$ cat config.mk
export PLATFORM = sky130hd
export DESIGN_NAME = sr_latch_driver
export DESIGN_NICKNAME = d
export VERILOG_FILES = /design/src/rtl/sr_pkg.sv /design/src/rtl/sync2.sv /design/src/rtl/sr_latch_driver.sv
export SDC_FILE = /design/constraint.sdc
export NUM_CORES = 1
export LEC_CHECK = 0
export ABC_CLOCK_PERIOD_IN_PS = 3190
export CAP_MARGIN = 0
export CORE_ASPECT_RATIO = 0.7
export CORE_MARGIN = 10
export CORE_UTILIZATION = 49
export CTS_CLUSTER_DIAMETER = 150
export DETAILED_ROUTE_END_ITERATION = 6
export GPL_TIMING_DRIVEN = 0
export PLACE_DENSITY = 0.73
export SLEW_MARGIN = 20
export SYNTH_ARGS = -nofsm -noshare
export SYNTH_HDL_FRONTEND = slang
export SYNTH_SLANG_ARGS = --single-unit
$ cat constraint.sdc
create_clock -name clk -period 3.19 [get_ports clk]
set_input_delay 0.4785 -clock clk [delete_from_list [all_inputs] [get_ports clk]]
set_output_delay 0.4785 -clock clk [all_outputs]
set_load 0.05 [all_outputs]
$ cat src/rtl/sr_pkg.sv
`default_nettype none
// ============================================================================
//  Module      : sr_pkg
//  Description : Shared types and constants for the gated SR latch driver.
//                Holds the controller state encoding and the widths of the
//                phase and retry counters.
//  Ports       : none (package)
//  Revision    : 1.0 - initial release
// ============================================================================
package sr_pkg;

    // Phase counters are loaded on phase entry and count down to zero, so a
    // 4-bit counter covers every phase length from 1 to 15 cycles.
    localparam int c_phase_w = 4;

    // Retry counter width; saturates at MAX_RETRY (at most 7).
    localparam int c_retry_w = 3;

    // Cycles CHECK idles before sampling the synchronized latch output.
    localparam logic [c_phase_w-1:0] c_check_wait = 4'd2;

    typedef enum logic [2:0] {
        IDLE  = 3'd0,
        SETUP = 3'd1,
        PULSE = 3'd2,
        HOLD  = 3'd3,
        CHECK = 3'd4,
        DONE  = 3'd5,
        ERR   = 3'd6
    } state_t;

endpackage
`default_nettype wire

$ cat src/rtl/sync2.sv
`default_nettype none
// ============================================================================
//  Module      : sync2
//  Description : Two-flop synchronizer bringing an asynchronous level into
//                the clk domain.
//  Ports       : clk - rising-edge clock
//                rst - asynchronous active-high reset, clears both flops
//                d   - asynchronous input level
//                q   - synchronized level, two cycles behind d
//  Revision    : 1.0 - initial release
// ============================================================================
module sync2 (
    input  logic clk,
    input  logic rst,
    input  logic d,
    output logic q
);

    logic r_meta;
    logic r_sync;

    always_ff @(posedge clk or posedge rst) begin
        if (rst) begin
            r_meta <= 1'b0;
            r_sync <= 1'b0;
        end else begin
            r_meta <= d;
            r_sync <= r_meta;
        end
    end

    assign q = r_sync;

endmodule
`default_nettype wire

$ cat src/rtl/sr_latch_driver.sv
`default_nettype none
// ============================================================================
//  Module      : sr_latch_driver
//  Description : Writes an external gated SR latch. A request sets up S/R,
//                pulses the gate C, holds S/R, then reads back Q through a
//                synchronizer and retries on mismatch.
//  Ports       : clk       - rising-edge clock
//                rst       - asynchronous active-high reset
//                req_valid - write request present
//                req_val   - value to write (1 = set, 0 = reset)
//                req_ready - request accepted (high only in IDLE)
//                S, R, C   - registered set / reset / gate drives to the latch
//                Q_fb      - latch output, asynchronous to clk
//                done      - one-cycle pulse on a verified write
//                err       - one-cycle pulse when all retries fail
//                busy      - high in every state except IDLE
//  Revision    : 1.0 - initial release
// ============================================================================
module sr_latch_driver
    import sr_pkg::*;
#(
    parameter int SETUP_CYC = 2,   // 1..15
    parameter int PULSE_CYC = 3,   // 1..15
    parameter int HOLD_CYC  = 2,   // 1..15
    parameter int MAX_RETRY = 3    // 0..7
) (
    input  logic clk,
    input  logic rst,
    input  logic req_valid,
    input  logic req_val,
    output logic req_ready,
    output logic S,
    output logic R,
    output logic C,
    input  logic Q_fb,
    output logic done,
    output logic err,
    output logic busy
);

    // Counters count down to zero, so a phase of N cycles loads N-1.
    localparam logic [c_phase_w-1:0] c_setup_ld = c_phase_w'(SETUP_CYC - 1);
    localparam logic [c_phase_w-1:0] c_pulse_ld = c_phase_w'(PULSE_CYC - 1);
    localparam logic [c_phase_w-1:0] c_hold_ld  = c_phase_w'(HOLD_CYC - 1);
    localparam logic [c_retry_w-1:0] c_max_retry = c_retry_w'(MAX_RETRY);
    localparam logic [c_phase_w-1:0] c_cnt_one  = c_phase_w'(1);
    localparam logic [c_retry_w-1:0] c_retry_one = c_retry_w'(1);

    state_t                 r_state;
    logic [c_phase_w-1:0]   r_cnt;
    logic [c_retry_w-1:0]   r_retry;
    logic                   r_val;
    logic                   r_q_smp;
    logic                   r_smp_vld;
    logic                   r_s;
    logic                   r_r;
    logic                   r_c;
    logic                   r_done;
    logic                   r_err;
    logic                   w_q_sync;

    sync2 u_sync2 (
        .clk (clk),
        .rst (rst),
        .d   (Q_fb),
        .q   (w_q_sync)
    );

    always_ff @(posedge clk or posedge rst) begin
        if (rst) begin
            r_state   <= IDLE;
            r_cnt     <= '0;
            r_retry   <= '0;
            r_val     <= 1'b0;
            r_q_smp   <= 1'b0;
            r_smp_vld <= 1'b0;
            r_s       <= 1'b0;
            r_r       <= 1'b0;
            r_c       <= 1'b0;
            r_done    <= 1'b0;
            r_err     <= 1'b0;
        end else begin
            r_done <= 1'b0;
            r_err  <= 1'b0;
            case (r_state)
                IDLE: begin
                    // req_ready is high exactly in IDLE, so req_valid alone
                    // marks a transfer here.
                    if (req_valid) begin
                        r_val   <= req_val;
                        r_retry <= '0;
                        r_s     <= req_val;
                        r_r     <= ~req_val;
                        r_c     <= 1'b0;
                        r_cnt   <= c_setup_ld;
                        r_state <= SETUP;
                    end
                end
                SETUP: begin
                    if (r_cnt == '0) begin
                        r_c     <= 1'b1;
                        r_cnt   <= c_pulse_ld;
                        r_state <= PULSE;
                    end else begin
                        r_cnt <= r_cnt - c_cnt_one;
                    end
                end
                PULSE: begin
                    if (r_cnt == '0) begin
                        r_c     <= 1'b0;
                        r_cnt   <= c_hold_ld;
                        r_state <= HOLD;
                    end else begin
                        r_cnt <= r_cnt - c_cnt_one;
                    end
                end
                HOLD: begin
                    if (r_cnt == '0) begin
                        r_s       <= 1'b0;
                        r_r       <= 1'b0;
                        r_cnt     <= c_check_wait;
                        r_smp_vld <= 1'b0;
                        r_state   <= CHECK;
                    end else begin
                        r_cnt <= r_cnt - c_cnt_one;
                    end
                end
                CHECK: begin
                    // Idle for the settle window, take one registered sample
                    // of the synchronized Q, then act on it the cycle after.
                    if (r_cnt != '0) begin
                        r_cnt <= r_cnt - c_cnt_one;
                    end else if (!r_smp_vld) begin
                        r_q_smp   <= w_q_sync;
                        r_smp_vld <= 1'b1;
                    end else if (r_q_smp == r_val) begin
                        r_done  <= 1'b1;
                        r_state <= DONE;
                    end else if (r_retry < c_max_retry) begin
                        r_retry <= r_retry + c_retry_one;
                        r_s     <= r_val;
                        r_r     <= ~r_val;
                        r_cnt   <= c_setup_ld;
                        r_state <= SETUP;
                    end else begin
                        r_err   <= 1'b1;
                        r_state <= ERR;
                    end
                end
                DONE: begin
                    r_state <= IDLE;
                end
                ERR: begin
                    r_state <= IDLE;
                end
                default: begin
                    r_state <= IDLE;
                end
            endcase
        end
    end

    assign S         = r_s;
    assign R         = r_r;
    assign C         = r_c;
    assign done      = r_done;
    assign err       = r_err;
    assign busy      = (r_state != IDLE);
    assign req_ready = (r_state == IDLE);

endmodule
`default_nettype wire

==> run_results.csv <==
group,metric,value,unit
placement,portBuffers,11,
min_path,hp-class,"reg -> reg",
drt,dr.pass1.iters,4,
clock_tree,clock_latency,310,ps
pwr,ir_worst_vdd,0.568,mV
finish,final_common_cell,"dfrtp_1",
worst_setup_path,arrival,2320,ps
clock_tree,clock_path_buffers,2,
logic_synthesis,synth_cell_types,42,
floorplan,start_util,0.519,
worst_setup_path,r2r_slack,1120,ps
status,status,"completed",
drt,first_iter_violations,82,
logic_synthesis,netlist_area,1120,um^2
worst_setup_path,critPathSlowestCell,"clkdlybuf4s50_1",
floorplan,chipWidth,77.1,um
logic_synthesis,ys_seq_area_frac,0.448,
sta,finalCriticalPeriod,2800,ps
worst_setup_path,cp_top_family,"buffers and inverters",
finish,final_cells,168,
worst_setup_path,critPathLaunch,"r_state[2]",
min_path,worstHoldStart,"u_sync2.r_meta",
global_routing,grt_pass1_vias,870,
sta,fmax,357,MHz
finish,fill_cells,202,
sta,fin_skew,3.29,ps
finish,layout_common_cells,"dfrtp_1 (20), nand2_1 (14), o21ai_0 (13)",
logic_synthesis,synth_edf_count,0,
flow_run,drv_cap,0,
drt,wire_per_inst,15.2,um
worst_setup_path,cpPeakStageDelay,800,ps
sta,maxSlewViolCount,0,
placement,place_inst,164,
sta,post-route-period-util,0.879,
global_routing,grt_pass1_wl,4230,um
sta,relSlewSlack,0.427,
pwr,p_leak,0.536,nW
finish,fin_nets,143,
sta,hold_viol,0,
clock_tree,postCtsResizedCells,0,
clock_tree,clk_pin_slew,110,ps
logic_synthesis,netlist_instances,121,
worst_setup_path,critPathLaunchType,"flop",
drt,route.detailed.drc,0,
clock_tree,clock-sinks,20,
min_path,holdPathStages,0,
global_routing,antenna_found_initial,0,
placement,place_hpwl,1830,um
clock_tree,htreeDepth,1,
floorplan,fp.coreArea,2150,um^2
logic_synthesis,synthArstFlopShare,1.00,
sta,tightest_slew,847,ps
drt,routed_wl,2560,um
clock_tree,cts_tree,"yes",
pwr,p_per_area,1080,nW/um^2
logic_synthesis,yosys_register_bits,20,
global_routing,grt_max_degree,21,
worst_setup_path,cp-end-kind,"output port",
sta,fin_ws,387,ps
finish,diodes,0,
logic_synthesis,yosysWarnings,0,
finish,drive_gt1_frac,0.132,
sta,whs,372,ps
clock_tree,cts_buffers,3,
sta,setup-tns-final,0,ps
floorplan,dieArea,4620,um^2
global_routing,grtUsageTotal,0.118,
floorplan,io_pins,12,
placement,place.gp.congestion,0.896,
floorplan,num_rows,14,
sta,grt_setup_unrepaired,"no",
worst_setup_path,reg2reg_from,"r_state[2]",
min_path,worstHoldEndpoint,"u_sync2.q",
global_routing,grt_overflow,0,
worst_setup_path,criticalPathCategory,"reg -> out",
logic_synthesis,synth.avg_cell_area,9.23,um^2
drt,via_count,924,
drt,antenna_left,0,
clock_tree,cts-hold-fix-buffers,0,
worst_setup_path,timing.rr.end,"S",
placement,pre_cts_ws,772,ps
worst_setup_path,critPathMaxFanout,10,
logic_synthesis,synthesis.nets,127,
worst_setup_path,r2r_cells,5,
clock_tree,cts-root-buf,"clkbuf_4",
logic_synthesis,synth_ff_type,"dfrtp_1",
worst_setup_path,cp.buffers_inverters,4,
sta,setup_violations,0,
worst_setup_path,crit_path_cell_trace,"buf_4 > clkbuf_1 > nor2_1 > inv_1 > clkdlybuf4s50_1",
clock_tree,post-cts-setup-buffer-count,0,
floorplan,die_h,60.0,um
drt,via_per_inst,5.50,
worst_setup_path,required,2710,ps
finish,area.growth.synth_to_final,16.7,%
## worst max path at each step
stage / endpoint / slack [ps] / cells after the start
after floorplan: busy / 720 / 4
after detailed placement: busy / 770 / 5
after global routing: busy / 290 / 5
after CTS: busy / 420 / 5
after global placement: S / 750 / 5
final: busy / 390 / 5
## layer usage
layer / vias to the layer above / global-route usage / wire length (um)
li1: 463 / - / -
met1: 430 / 0.148 / 1280
met2: 26 / 0.180 / 1090
met3: 5 / 0.0449 / 158
met4: 0 / 0.0466 / 36
met5: - / 0 / 0
## per-stage QoR
step,util,total power [W],area [um^2]
3_5_place_dp,0.588,0.00125,1270
3_3_place_gp,0.588,0.00124,1270
6_report,0.605,0.00141,1300
2_1_floorplan,-,0.00104,1120
5_1_grt,0.605,0.00152,1300
4_1_cts,0.605,0.00141,1300
## worst register-to-register path, stage by stage, from the launching register on
cell	delay (ps)
dfrtp_1	390
buf_4	170
nor4b_1	760
a31oi_1	130
o21ai_2	140
mux2_2	360
## kinds of logic (layout without fill, tap and decap cells)
kind of cell	after synthesis	count (layout)	synth area share
and+or+nand+nor	40	40	0.185
AOI/OAI and AO/OA	39	39	0.240
DFF	20	20	0.448
buffers and inverters	15	30	0.0627
muxes	4	4	0.0381
xor gates and xnor gates	2	2	0.0157
adders and majority gates	1	1	0.0112
## where the power goes
group / switching (W) / internal [W] / total, W / leakage (nW)
clock network: 0.0000810 / 0.0000698 / 0.000151 / 0.0210
registers: 0.0000923 / 0.000338 / 0.000430 / 0.256
logic: 0.000521 / 0.000311 / 0.000832 / 0.259
total: 0.000694 / 0.000719 / 0.00141 / 0.536
## registers in the layout, summed over array words and instances, names as in the netlist
register / count
done: 1
u_sync2.r_meta: 1
err: 1
S: 1
r_val: 1
R: 1
r_q_smp: 1
C: 1
u_sync2.q: 1
r_cnt: 4
r_smp_vld: 1
r_retry: 3
r_state: 3
## final cells by class
class	count	area [um^2]	area share
multi-input combinational	86	547	0.419
sequential	20	500	0.384
timing repair buffer	11	110	0.0845
buffer	7	40.0	0.0307
tap	32	40.0	0.0307
clock buffer	4	36.3	0.0278
inverter	8	30.0	0.0230
## cells in the mapped netlist (all sizes together) (2+ instances only)
cell type,count,area share
a21oi,8,0.036
a31oi,3,0.030
buf,4,0.026
clkbuf,3,0.010
dfrtp,20,0.45
inv,8,0.027
mux2,2,0.020
mux2i,2,0.018
nand2,14,0.047
nand3,2,0.0090
nor2,9,0.030
nor3,4,0.022
nor3b,3,0.020
o21ai,15,0.071
o22ai,3,0.022
or2,2,0.011
(Power assumes the default switching activity.)
